## config.mk

```make
export PLATFORM = sky130hd
export DESIGN_NAME = tt_sweep_ctrl
export DESIGN_NICKNAME = d
export VERILOG_FILES = /design/src/rtl/tt_sweep_ctrl.sv
export SDC_FILE = /design/constraint.sdc
export NUM_CORES = 1
export LEC_CHECK = 0
export ABC_CLOCK_PERIOD_IN_PS = 3800
export BUFFER_PORTS_ARGS = -buffer_cell sky130_fd_sc_hd__buf_4
export CORE_UTILIZATION = 50
export DETAILED_ROUTE_END_ITERATION = 8
export HOLD_SLACK_MARGIN = 0.1
export PLACE_DENSITY = 0.8
export SYNTH_ARGS = -nofsm -noshare
export SYNTH_HDL_FRONTEND = slang
export SYNTH_SLANG_ARGS = --single-unit
```

## constraint.sdc

```tcl
create_clock -name clk -period 3.8 [get_ports clk]
set_input_delay 0.95 -clock clk [delete_from_list [all_inputs] [get_ports clk]]
set_output_delay 0.95 -clock clk [all_outputs]
set_load 0.005 [all_outputs]
```

## src/rtl/tt_sweep_ctrl.sv

```systemverilog
// tt_sweep_ctrl: sweeps a 3-input combinational function through all eight
// input combinations, waits a programmable settle time on each one, samples
// the function output and compares it to a golden truth table latched at start.
module tt_sweep_ctrl #(
  // Cycles each input combination is held before sampling (1..15).
  parameter int unsigned SETTLE = 1
) (
  input  logic       clk,
  input  logic       rst_n,
  input  logic       start,
  input  logic       abort,
  input  logic [7:0] expected,
  input  logic       f_in,
  output logic [2:0] abc,
  output logic       busy,
  output logic       done,
  output logic [7:0] result,
  output logic [3:0] err_count,
  output logic       match
);

  typedef enum logic [1:0] {
    StIdle,
    StSettle,
    StSample,
    StDone
  } state_e;

  localparam logic [3:0] SettleLoad = 4'(SETTLE);
  localparam logic [3:0] ErrMax     = 4'd8;

  state_e     state_q;
  logic [2:0] abc_q;
  logic       busy_q;
  logic       done_q;
  logic [7:0] result_q;
  logic [7:0] exp_q;
  logic [3:0] err_q;
  logic [3:0] cnt_q;
  logic       match_q;

  // Sampled value disagrees with the latched golden bit for the current minterm.
  logic       miss;
  // Error count after the current SAMPLE cycle; capped so it can never wrap.
  logic [3:0] err_next;

  // Mismatch detection and saturating error increment for the SAMPLE cycle.
  always_comb begin
    miss     = f_in ^ exp_q[abc_q];
    err_next = err_q;
    if (miss && (err_q < ErrMax)) begin
      err_next = err_q + 4'd1;
    end
  end

  // Sweep sequencer: all state and outputs are registered here.
  always_ff @(posedge clk or negedge rst_n) begin
    if (!rst_n) begin
      state_q  <= StIdle;
      abc_q    <= 3'd0;
      busy_q   <= 1'b0;
      done_q   <= 1'b0;
      result_q <= 8'h00;
      exp_q    <= 8'h00;
      err_q    <= 4'd0;
      cnt_q    <= 4'd0;
      match_q  <= 1'b0;
    end else begin
      // done is a single-cycle pulse; only the SAMPLE->DONE step raises it.
      done_q <= 1'b0;
      unique case (state_q)
        StIdle: begin
          // abort is deliberately not looked at here: start always wins in IDLE.
          if (start) begin
            state_q  <= StSettle;
            abc_q    <= 3'd0;
            busy_q   <= 1'b1;
            exp_q    <= expected;
            result_q <= 8'h00;
            err_q    <= 4'd0;
            match_q  <= 1'b0;
            cnt_q    <= SettleLoad;
          end
        end

        StSettle: begin
          if (abort) begin
            state_q <= StIdle;
            abc_q   <= 3'd0;
            busy_q  <= 1'b0;
            match_q <= 1'b0;
            cnt_q   <= 4'd0;
          end else if (cnt_q <= 4'd1) begin
            state_q <= StSample;
          end else begin
            cnt_q <= cnt_q - 4'd1;
          end
        end

        StSample: begin
          // An aborted SAMPLE cycle leaves result/err_count with the partial sweep.
          if (abort) begin
            state_q <= StIdle;
            abc_q   <= 3'd0;
            busy_q  <= 1'b0;
            match_q <= 1'b0;
            cnt_q   <= 4'd0;
          end else begin
            result_q[abc_q] <= f_in;
            err_q           <= err_next;
            if (abc_q == 3'd7) begin
              // abc stays at 7; match uses the count including this last sample.
              state_q <= StDone;
              busy_q  <= 1'b0;
              done_q  <= 1'b1;
              match_q <= (err_next == 4'd0);
            end else begin
              state_q <= StSettle;
              abc_q   <= abc_q + 3'd1;
              cnt_q   <= SettleLoad;
            end
          end
        end

        StDone: begin
          // start and abort are both ignored for this one cycle.
          state_q <= StIdle;
        end

        default: begin
          state_q <= StIdle;
        end
      endcase
    end
  end

  assign abc       = abc_q;
  assign busy      = busy_q;
  assign done      = done_q;
  assign result    = result_q;
  assign err_count = err_q;
  assign match     = match_q;

  // busy mirrors exactly the two working states.
  assert property (@(posedge clk) disable iff (!rst_n)
    busy_q == ((state_q == StSettle) || (state_q == StSample)));

  // The error count is bounded by the number of minterms.
  assert property (@(posedge clk) disable iff (!rst_n) err_q <= ErrMax);

  // done never lasts longer than one cycle.
  assert property (@(posedge clk) disable iff (!rst_n) done_q |=> !done_q);

  // done is only ever seen while sitting in DONE.
  assert property (@(posedge clk) disable iff (!rst_n) done_q |-> (state_q == StDone));

endmodule
```

# == Word level (Yosys, flattened, before mapping) ==
# Cells that the tools add are included.
# totals
register_bits,32
input_bits,13
output_inout_bits,18
elab_cells,81
# classes
n_reduce_logical,12
n_bitwise,1
mux,41
n_addsub,3
order_cmp,4
eq_ne,11
# ops
operator,n
two-way mux 4 bit,8
two-way mux 8 bit,2
one-hot mux 8 bit (2 select lines),1
two-way mux 1 bit,12
two-way mux 3 bit,4
!= test 3 bit (second input constant),4
one-hot mux 4 bit (3 select lines),1
AND reduction 4 bit,3
two-way mux 2 bit,5
one-hot mux 3 bit (3 select lines),1
bitwise mux 8 bit,1
one-hot mux 2 bit (4 select lines),1
one-hot mux 4 bit (2 select lines),1
!= test 2 bit (second input constant),3
one-hot mux 1 bit (3 select lines),2
adder 4 x 1 -> 4 bit (second input constant),1
== test 2 bit (second input constant),2
less-or-equal comparator 4 x 1 -> 1 bit (second input constant),1
logical NOT 4 bit,1
< comparator 3 x 4 -> 1 bit (second input constant),1
< comparator 4 bit (second input constant),1
AND reduction 2 bit,2
subtractor 4 x 1 -> 4 bit (second input constant),1
adder 3 x 1 -> 3 bit (second input constant),1
other kinds (11),12

# == Depth between registers and ports, before layout ==
# Gate-level depths: netlist of run 1.
# depth
depth_word,9
depth_mapped,10
depth_no_buf,9

# == Worst setup path before layout of run 1 ==
# No wires, ideal clock.
# synth_path
path_kind,register -> register
start,"reg abc_q[1], in the netlist abc[1]"
end,"reg match_q, in the netlist match"
arrival_ns,2.162
setup_ns,0.066
stages_incl_launch_ff,8
n_path_buf,1
synth_period_minus_slack_ns,2.228
path_slack_ns,1.572
required_ns,3.734
cell_sequence,dfrtp_1 -> clkbuf_1 -> mux4_1 -> mux2_2 -> xor2_1 -> or2_0 -> a2111oi_2 -> a31o_1
# synth_between
elab_chain_cells,9
# synth_lines
element,line,text
"start, declared",33,logic [2:0] abc_q;
"start signal, assigned",119,abc_q <= abc_q + 3'd1;
binary-select mux 1 bit (select 3 bit),49,miss = f_in ^ exp_q[abc_q];
two-way mux 1 bit (not written as such),49,
XOR 1 bit,49,
logical AND 1 bit,51,if (miss && (err_q < ErrMax)) begin
two-way mux 4 bit,51,
logical NOT 4 bit,116,match_q <= (err_next == 4'd0);
two-way mux 1 bit,111,if (abc_q == 3'd7) begin
two-way mux 1 bit,102,if (abort) begin
one-hot mux 1 bit (3 select lines),71,unique case (state_q)
"end signal, assigned",116,
"end, declared",40,logic match_q;
# Parallel ways exist; a longest one is shown, timed or not. The select of a mux whose other input is x is not followed.
# A chain may end at the register's enable or synchronous reset.

# == Worst setup path in the final report of run 1 ==
# layout_path
start,"reg abc_q[0], in the netlist abc[0]"
end,"reg match_q, in the netlist match"
# Same word-level chain as after synthesis.

==> summary.txt, run 1 <==
Worst setup path
  – Critical Setup Path Class: flip-flop to flip-flop
  – CP Cell Sequence: mux4_1, mux2_2, xor2_1, or2_0, a2111oi_2, a31o_1
  – Crit-path slowest cell: dfrtp_1
  – Worst reg2reg path depth: 6
  – Reg2reg setup slack: ~1.2 ns
  – CP max stage delay: about 0.63 ns
  – Setup crit start kind: flip-flop
  – WP data arrival: roughly 2.8 ns
  – Worst setup endpoint: match
  – Reg-to-Reg End: match
  – Worst-path maximum fanout: 15
  – Crit. Startpoint: abc[0]
  – Req. time, crit path: approximately 4 ns
  – CP endpoint kind: flip-flop
  – R2R Path Start: abc[0]

Drt
  – Vias per cell: between 5 and 6
  – DR pass1 iterations: 5
  – Routed Antenna Nets: 0
  – Wire length per cell: ~14 µm
  – Drt drc: 0
  – Vias: about 1400
  – Routed wire length: approximately 3500 µm
  – Initial DRC count: 97

Yosys
  – Synth Instances: 167
  – Yosys reg bits: 32
  – Yosys warning count: 0
  – Post-Syn Nets: around 190
  – Post-Syn Area: 1690 µm²
  – Area contributors post-synth: dfrtp_1, ha_1, o21ai_1
  – Syn avg cell area: between 10 and 15 µm²
  – Area leader, netlist: dfrtp_1
  – Synth top area share: between 40% and 50%
  – Yosys cell types: 34
  – Sequential area share after synthesis: between 40 and 50%

Global route
  – Largest net degree at the start of global routing: 33
  – GRT Total Usage: a little over a fifth
  – Vias in the first global route: roughly 1300
  – Remaining Overflow, GRT: 0
  – First-pass GRT wire length: slightly below 6000 µm
  – Initial antenna violation count: 0

Place
  – Dpl cell area: between 1500 and 2000 µm²
  – Gpl congestion: roughly 0.83
  – IO Port Bufs: 30
  – Final HPWL DP: about 2600 µm
  – # placed instances: ~240

Final layout
  – Number of diodes: 0
  – Fin cells: ~240
  – Layout cells sized above 1: between 20% and 30%
  – Fillers: roughly 270
  – Final #Nets: 221
  – Post-route cell area: around 2000 µm²
  – Synthesis-to-layout area growth: 19.0%

Floorplanning
  – Initial Utilization: 54.0%
  – IO Pins: 31
  – Die Y: 60.1 µm
  – Core area: 3130 µm²
  – Die width: between 60 and 70 µm
  – Die area: between 3000 and 4000 µm²
  – Std cell rows: 20

CTS
  – CTS Root Cell: clkbuf_4
  – H-tree level count: 2
  – Clock buffer depth: 2
  – Gates resized, CTS repair: 0
  – CTS tree: yes
  – Clk sinks: 32
  – Post-CTS Hold Buffers: 0
  – Setup bufs post-CTS: 0
  – Clk Latency, worst-skew pair: approximately 0.33 ns
  – CTS buffer count: 5
  – Clk slew on worst S/H paths: around 0.10 ns

Run
  – Max_cap viols: 0

Timing
  – Final Critical Period: roughly 2.6 ns
  – Setup TNS: 0 ns
  – Worst slew margin: around 65%
  – Crit share post-route: between 60% and 70%
  – Pins Over Slew Limit: 0
  – Final hold viol count: 0
  – Tightest Pin Transition: roughly 0.53 ns
  – Final setup violation count: 0
  – RSZ-0062 raised after global routing: no
  – Achievable Freq: between 300 and 400 MHz
  – Setup Skew: around 0.0068 ns

Power and ir drop
  – Leak Pwr: 0.948 nW
  – Peak supply drop: between 0.3 and 0.4 mV
  – Overall Power: 0.00118 W
  – Pwr Density: ~590 nW/µm²

Run status
  – Status: complete, no violations

Worst hold path
  – Worst hold path type: flip-flop to flip-flop
## worst min-delay path by stage
stage | startpoint | endpoint | depth (start not counted)
detailed placement | exp_q[7] | exp_q[7] | 1
global route | exp_q[7] | exp_q[7] | 1
global placement | exp_q[5] | exp_q[5] | 1
floorplan | exp_q[1] | exp_q[1] | 1
finish | exp_q[1] | exp_q[1] | 1
CTS | cnt_q[3] | cnt_q[3] | 1
## registers in the layout, indices dropped and copies added, names as in the netlist
register,count
abc,3
busy,1
cnt_q,4
done,1
err_count,4
exp_q,8
match,1
result,8
state_q,2
## placed cells by master (no fill, tap or decap), types with 2 or more instances in the layout
| cell | synthesis | layout |
|---|---|---|
| dfrtp_1 | 32 | 32 |
| buf_4 | 0 | 30 |
| nor2_1 | 20 | 20 |
| o21ai_1 | 18 | 18 |
| nand2_1 | 12 | 12 |
| ha_1 | 9 | 9 |
| mux2_1 | 8 | 8 |
| nor3_1 | 6 | 6 |
| inv_1 | 5 | 5 |
| o21ai_0 | 5 | 5 |
| a31oi_1 | 5 | 5 |
| clkbuf_4 | 0 | 5 |
| nor2b_1 | 4 | 4 |
| o31ai_1 | 4 | 4 |
| inv_2 | 3 | 3 |
| nand2b_1 | 3 | 3 |
| mux2_2 | 3 | 3 |
| mux2i_1 | 3 | 3 |
| nand3_1 | 2 | 2 |
| mux4_1 | 2 | 2 |
| xor2_1 | 2 | 2 |
| a22o_1 | 2 | 2 |
| a21oi_1 | 2 | 2 |
| clkbuf_1 | 5 | 2 |
## metrics by stage
stage	hold slack, ns	utilization [%]	worst slack (ns)
after global routing	0.514	64.2	1.09
final	0.500	64.2	1.23
after floorplan	0.456	-	1.57
after CTS	0.501	64.2	1.24
after global placement	0.471	62.4	1.35
after detailed placement	0.481	62.4	1.26
## routing by layer
| metal | part of all wire, % | wire length, µm | GRT usage (%) |
|---|---|---|---|
| met1 | 44 | 1530 | 26.2 |
| met2 | 48 | 1700 | 36.3 |
| met3 | 6.7 | 235 | 7.58 |
| met4 | 1.2 | 42 | 7.97 |
| met5 | 0 | 0 | 0 |
## synth_stat cells, drive strengths merged
cell,number
a2111oi,1
a21oi,2
a22o,2
a31o,1
a31oi,5
and3,1
clkbuf,5
dfrtp,32
ha,9
inv,8
mux2,11
mux2i,3
mux4,2
nand2,12
nand2b,3
nand3,2
nand3b,1
nor2,20
nor2b,4
nor3,6
nor4,1
o211ai,1
o21a,1
o21ai,23
o22ai,1
o31ai,4
o32a,1
or2,1
or3,1
or4,1
xor2,2
## report_power, final
group          leakage (nW)  internal (W)  switching, W
sequential            0.421      0.000425     0.0000673
clock                0.0326     0.0000912      0.000111
combinational         0.495      0.000213      0.000271
total                 0.948      0.000729      0.000450
## cells by family (layout without fill, tap and decap cells)
group	count (synthesis)	in the layout	synth area share [%]
AND/OR/NAND/NOR	53	53	14.4
buffers and inverters	13	46	2.89
flip-flops	32	32	47.4
XOR/XNOR	2	2	1.04
adder cells (fa/ha/maj)	9	9	6.67
multiplexers	16	16	12.2
AO/OA/AOI/OAI	42	42	15.3
## final cells by class
cell class | instances | area [µm²] | area share, %
well taps | 44 | 55.1 | 2.74
inverters | 8 | 30.0 | 1.49
flip-flops and latches | 32 | 801 | 39.9
repair buffers | 30 | 225 | 11.2
multi-input cells | 122 | 840 | 41.8
clock buffers | 8 | 58.8 | 2.93
## worst max-delay path: cells and delay by family (launching register included)
kind	cells	cell delay (ns)
muxes	2	0.91
AOI/OAI and AO/OA	2	0.57
DFF	1	0.63
and+or+nand+nor	1	0.23
xor gates and xnor gates	1	0.17
(Power assumes the default switching activity.)
==> run 2: changes to the inputs <==
==> config.mk (replaced) <==
export PLATFORM = sky130hd
export DESIGN_NAME = tt_sweep_ctrl
export DESIGN_NICKNAME = d
export VERILOG_FILES = /design/src/rtl/tt_sweep_ctrl.sv
export SDC_FILE = /design/constraint.sdc
export NUM_CORES = 1
export LEC_CHECK = 0
export ABC_CLOCK_PERIOD_IN_PS = 2300
export BUFFER_PORTS_ARGS = -buffer_cell sky130_fd_sc_hd__buf_4
export CORE_UTILIZATION = 49
export DETAILED_ROUTE_END_ITERATION = 8
export HOLD_SLACK_MARGIN = 0.1
export PLACE_DENSITY = 0.81
export SYNTH_ARGS = -nofsm -noshare
export SYNTH_HDL_FRONTEND = slang
export SYNTH_SLANG_ARGS = --single-unit
==> constraint.sdc (replaced) <==
create_clock -name clk -period 2.3 [get_ports clk]
set_input_delay 0.575 -clock clk [delete_from_list [all_inputs] [get_ports clk]]
set_output_delay 0.575 -clock clk [all_outputs]
set_load 0.005 [all_outputs]
==> run 2 against run 1 <==
Against the previous run: count of clock-buffer cells in the layout fell by 2; non-clock buffer count rose by 8; die area rose by 2.0%; sequential power rose by 63%; largest cell class unchanged; largest power group is now combinational cells; highest routed layer unchanged.
==> summary.txt, run 2 (same netlist as run 1, synthesis figures left out) <==
Timing
  – Final setup violation count: 0
  – Tightest Pin Transition: between 0.4 and 0.5 ns
  – Crit share post-route: a little over nine tenths
  – Pins Over Slew Limit: 0
  – Final Critical Period: around 2.2 ns
  – Final hold viol count: 0
  – Setup Skew: between 0.015 and 0.02 ns
  – Achievable Freq: 455 MHz
  – Worst slew margin: just over 70%

Final layout
  – Synthesis-to-layout area growth: 24.7%
  – Fillers: 260
  – Number of diodes: 0
  – Final #Nets: 229
  – Most frequent cells in the layout: buf_4, dfrtp_1, nor2_1, o21ai_1, nand2_1
  – Most common cell after layout, fill and taps aside: buf_4
  – Final core utilization: about two thirds
  – Layout cells sized above 1: 26.9%

Worst setup path
  – WP data arrival: ~2.5 ns
  – CP Cell Sequence: mux4_1, mux2_4, xor2_2, or2_0, a2111oi_2, a31o_1
  – Critical Setup Path Class: flip-flop to flip-flop
  – Req. time, crit path: roughly 2.6 ns
  – Worst-path maximum fanout: 4
  – Crit-path slowest cell: mux4_1
  – CP top delay family: multiplexers
  – Setup crit start kind: flip-flop
  – CP endpoint kind: flip-flop
  – CP max stage delay: approximately 0.56 ns
  – CP Buf/Inv Count: 0

Global route
  – Remaining Overflow, GRT: 0
  – First-pass GRT wire length: between 6000 and 7000 µm
  – Largest net degree at the start of global routing: 33
  – Vias in the first global route: between 1000 and 1500
  – GRT Total Usage: 22.8%
  – Initial antenna violation count: 0

Worst hold path
  – Worst hold path type: primary input to async pin

Floorplanning
  – Initial Utilization: a little over half
  – IO Pins: 31
  – Core area: 3150 µm²
  – Die width: roughly 60 µm
  – Die Y: 60.7 µm
  – Die area: around 3700 µm²
  – Std cell rows: 20

Drt
  – Routed Antenna Nets: 0
  – Drt drc: 0
  – Initial DRC count: 110
  – Vias per cell: roughly 5.6
  – Wire length per cell: about 15 µm
  – Vias: around 1400
  – DR pass1 iterations: 4
  – Routed wire length: 3770 µm

CTS
  – H-tree level count: 2
  – Post-CTS Hold Buffers: 0
  – Clk slew on worst S/H paths: about 0.11 ns
  – Clk sinks: 32
  – CTS tree: yes
  – CTS buffer count: 5
  – CTS Root Cell: clkbuf_4
  – Clock buffer depth: 2
  – Clk Latency, worst-skew pair: approximately 0.34 ns

Run
  – Max_cap viols: 0

Power and ir drop
  – Overall Power: 0.00211 W
  – Leak Pwr: just over 1 nW
  – Pwr Density: roughly 1000 nW/µm²
  – Peak supply drop: 0.638 mV

Place
  – Gpl congestion: around 0.84
  – Final HPWL DP: roughly 2800 µm
  – IO Port Bufs: 30

Run status
  – Status: complete, no violations
run 2: per-stage QoR:
stage | setup WS (ns) | instances | cell area (µm²) | hold slack, ns | setup TNS (ns)
4_1_cts | 0.0241 | 251 | 2080 | 0.156 | 0
3_5_place_dp | 0.0165 | 243 | 2000 | 0.481 | 0
6_report | 0.103 | 252 | 2110 | 0.142 | 0
3_3_place_gp | 0.107 | 243 | 2000 | 0.474 | 0
5_1_grt | -0.00159 | 252 | 2110 | 0.165 | -0.00159
2_1_floorplan | 0.0720 | 167 | 1690 | 0.279 | 0
run 2: power by group:
part	internal, W	leakage (nW)	switching (W)	total, W
Sequential	0.000703	0.421	0.0000997	0.000803
Clock	0.000228	0.0422	0.000192	0.000420
Combinational	0.000404	0.543	0.000482	0.000886
Total	0.00133	1.01	0.000774	0.00211
run 2: worst reg2reg max path: cells and delay by family (launching register included):
kind | cells | cell delay, ns
simple gates | 1 | 0.22
compound gates | 2 | 0.49
mux | 2 | 0.87
xor+xnor | 1 | 0.16
flops | 1 | 0.43
run 2: metal layers:
layer	GRT usage (%)	share of wire, %	vias up
met2	38.1	49	43
met1	27.6	45	691
met5	0	0	-
met4	9.42	1.3	0
li1	-	-	678
met3	6.82	5.1	8
run 2: worst paths after layout:
kind / from / endpoint / slack, ns / cells past startpoint
min in group clk: expected[4] / exp_q[4] / 0.45 / 2
setup reg to reg: abc[0] / match / 0.10 / 6
hold reg to reg: exp_q[4] / exp_q[4] / 0.50 / 1
setup / recovery: abc[0] / match / 0.10 / 6
hold / removal: rst_n / match / 0.14 / 1
max in group asynchronous: rst_n / cnt_q[1] / 1.84 / 1
run 2: final cells by class:
class	count	area, µm²	share of cell area, %
Clock buffer	6	41.3	1.96
Clock inverter	2	35.0	1.66
Inverter	8	30.0	1.43
Multi-Input combinational cell	122	860	40.8
Sequential cell	32	801	38.0
Tap cell	44	55.1	2.61
Timing Repair Buffer	38	285	13.5
run 2: timing repair:
| action | CTS | global route |
|---|---|---|
| hold endpoints to repair | 0 | 0 |
| gates resized for setup | 1 | 4 |
| setup buffers | 0 | 1 |
| pin swaps | 0 | 2 |
| setup endpoints to repair | 2 | 7 |
==> run 3: changes to the inputs <==
==> config.mk (replaced) <==
export PLATFORM = sky130hd
export DESIGN_NAME = tt_sweep_ctrl
export DESIGN_NICKNAME = d
export VERILOG_FILES = /design/src/rtl/tt_sweep_ctrl.sv
export SDC_FILE = /design/constraint.sdc
export NUM_CORES = 1
export LEC_CHECK = 0
export ABC_CLOCK_PERIOD_IN_PS = 2500
export BUFFER_PORTS_ARGS = -buffer_cell sky130_fd_sc_hd__buf_4
export CORE_UTILIZATION = 50
export DETAILED_ROUTE_END_ITERATION = 8
export HOLD_SLACK_MARGIN = 0.1
export PLACE_DENSITY = 0.73
export SYNTH_ARGS = -nofsm -noshare
export SYNTH_HDL_FRONTEND = slang
export SYNTH_SLANG_ARGS = --single-unit
==> constraint.sdc (replaced) <==
create_clock -name clk -period 2.5 [get_ports clk]
set_input_delay 0.625 -clock clk [delete_from_list [all_inputs] [get_ports clk]]
set_output_delay 0.625 -clock clk [all_outputs]
set_load 0.005 [all_outputs]
==> run 3 against run 2 <==
Against the previous run: first-iteration DRC count fell by 2.7%; core utilization decreased by 1.8 points; total power is 14% lower; routed wire length decreased by 6.7%; clock power decreased by 27%; sequential power shrank 7.6%; critical path depth up 3; cell area down 3.5%; die area down 1.9%; clock skew is 0.0070 ns lower; global-route usage rose by 0.31 points; largest cell class unchanged.
==> summary.txt, run 3 (same netlist as run 1, synthesis figures left out) <==
Place
  – Gpl congestion: 0.865
  – IO Port Bufs: 30
  – Final HPWL DP: approximately 2600 µm

CTS
  – CTS buffer count: 5
  – Clock buffer depth: 2
  – Clk slew on worst S/H paths: 0.10 ns
  – Clk Latency, worst-skew pair: 0.34 ns
  – Post-CTS Hold Buffers: 0
  – CTS tree: yes
  – Clk sinks: 32
  – CTS Root Cell: clkbuf_4
  – H-tree level count: 2

Timing
  – Tightest Pin Transition: roughly 0.53 ns
  – Achievable Freq: about 430 MHz
  – Final Critical Period: around 2.4 ns
  – Worst slew margin: between 60% and 70%
  – Setup Skew: between 0.01 and 0.015 ns
  – Crit share post-route: between 90% and 100%
  – Pins Over Slew Limit: 0
  – Setup TNS: 0 ns
  – Final hold viol count: 0
  – Final setup violation count: 0
  – RSZ-0062 raised after global routing: no

Drt
  – Vias: between 1000 and 1500
  – DR pass1 iterations: 4
  – Initial DRC count: approximately 110
  – Routed wire length: 3520 µm
  – Routed Antenna Nets: 0
  – Drt drc: 0
  – Vias per cell: ~5.7
  – Wire length per cell: 14.2 µm

Global route
  – First-pass GRT wire length: 6110 µm
  – Vias in the first global route: 1378
  – Remaining Overflow, GRT: 0
  – Largest net degree at the start of global routing: 33
  – GRT Total Usage: 23.1%
  – Initial antenna violation count: 0

Run
  – Max_cap viols: 0

Floorplanning
  – Initial Utilization: around 54%
  – IO Pins: 31
  – Std cell rows: 20
  – Core area: around 3100 µm²
  – Die width: ~60 µm
  – Die Y: 60.1 µm
  – Die area: 3610 µm²

Final layout
  – Fillers: 253
  – Most common cell after layout, fill and taps aside: buf_4
  – Final #Nets: 224
  – Number of diodes: 0
  – Layout cells sized above 1: between 20% and 30%
  – Synthesis-to-layout area growth: 20.4%
  – Most frequent cells in the layout: buf_4, dfrtp_1, nor2_1

Worst setup path
  – WP data arrival: 2.61 ns
  – Req. time, crit path: 2.76 ns
  – Worst-path maximum fanout: 12
  – Critical Setup Path Class: flip-flop to flip-flop
  – CP endpoint kind: flip-flop
  – Setup crit start kind: flip-flop

Run status
  – Status: complete, no violations

Worst hold path
  – Worst hold path type: primary input to async pin

Power and ir drop
  – Peak supply drop: around 0.51 mV
  – Overall Power: 0.00181 W
  – Pwr Density: 889 nW/µm²
  – Leak Pwr: between 0.9 and 1 nW
[run 3: per-layer routing]
layer,global-route usage [%],up-vias,routed length (µm)
met4,9.63,0,42
met3,7.58,6,219
met5,0,-,0
li1,-,664,-
met2,35.6,49,1630
met1,29.7,677,1630
[run 3: metrics by stage]
step	hold WS (ns)	setup WS [ns]	utilization, %	area [µm²]	instances
after floorplan	0.329	0.272	-	1690	167
after global placement	0.471	0.291	63.1	1970	239
after detailed placement	0.480	0.185	63.1	1970	239
after CTS	0.214	0.163	65.0	2030	247
after global routing	0.203	0.00280	65.0	2030	247
final	0.200	0.149	65.0	2030	247
[run 3: final cells by class]
cell class	instances	area, µm²	area share [%]
timing repair buffer	33	248	12.2
inverter	8	30.0	1.48
tap	44	55.1	2.71
multi-input combinational	122	840	41.3
clock buffer	8	58.8	2.89
sequential	32	802	39.4
[run 3: worst max-delay path: stages, from the launching register on]
cell	delay, ns
dfrtp_1	0.43
buf_4	0.20
ha_1	0.20
ha_1	0.21
nand2_1	0.14
inv_2	0.06
or4_1	0.64
nor2_1	0.20
nand2_1	0.08
o21ai_1	0.12
[run 3: timing repair]
action                     CTS  global route
setup buffers                0             0
gates resized for setup      0             1
setup endpoints to repair    0             2
[run 3: path summary, 6_finish.rpt]
path / startpoint / endpoint / slack [ns] / cells past startpoint
setup / recovery: abc[0] / cnt_q[3] / 0.15 / 9
hold / removal: rst_n / busy / 0.20 / 1
setup reg to reg: abc[0] / cnt_q[3] / 0.15 / 9
hold reg to reg: busy / busy / 0.50 / 2
max in group asynchronous: rst_n / result[0] / 1.99 / 1
min in group clk: busy / busy / 0.50 / 2
[run 3: where the power goes]
part	switching [W]	leakage (nW)	total, W	internal (W)
Clock	0.000167	0.0326	0.000306	0.000139
Sequential	0.0000949	0.419	0.000742	0.000647
Combinational	0.000422	0.510	0.000760	0.000338
Total	0.000684	0.962	0.00181	0.00112
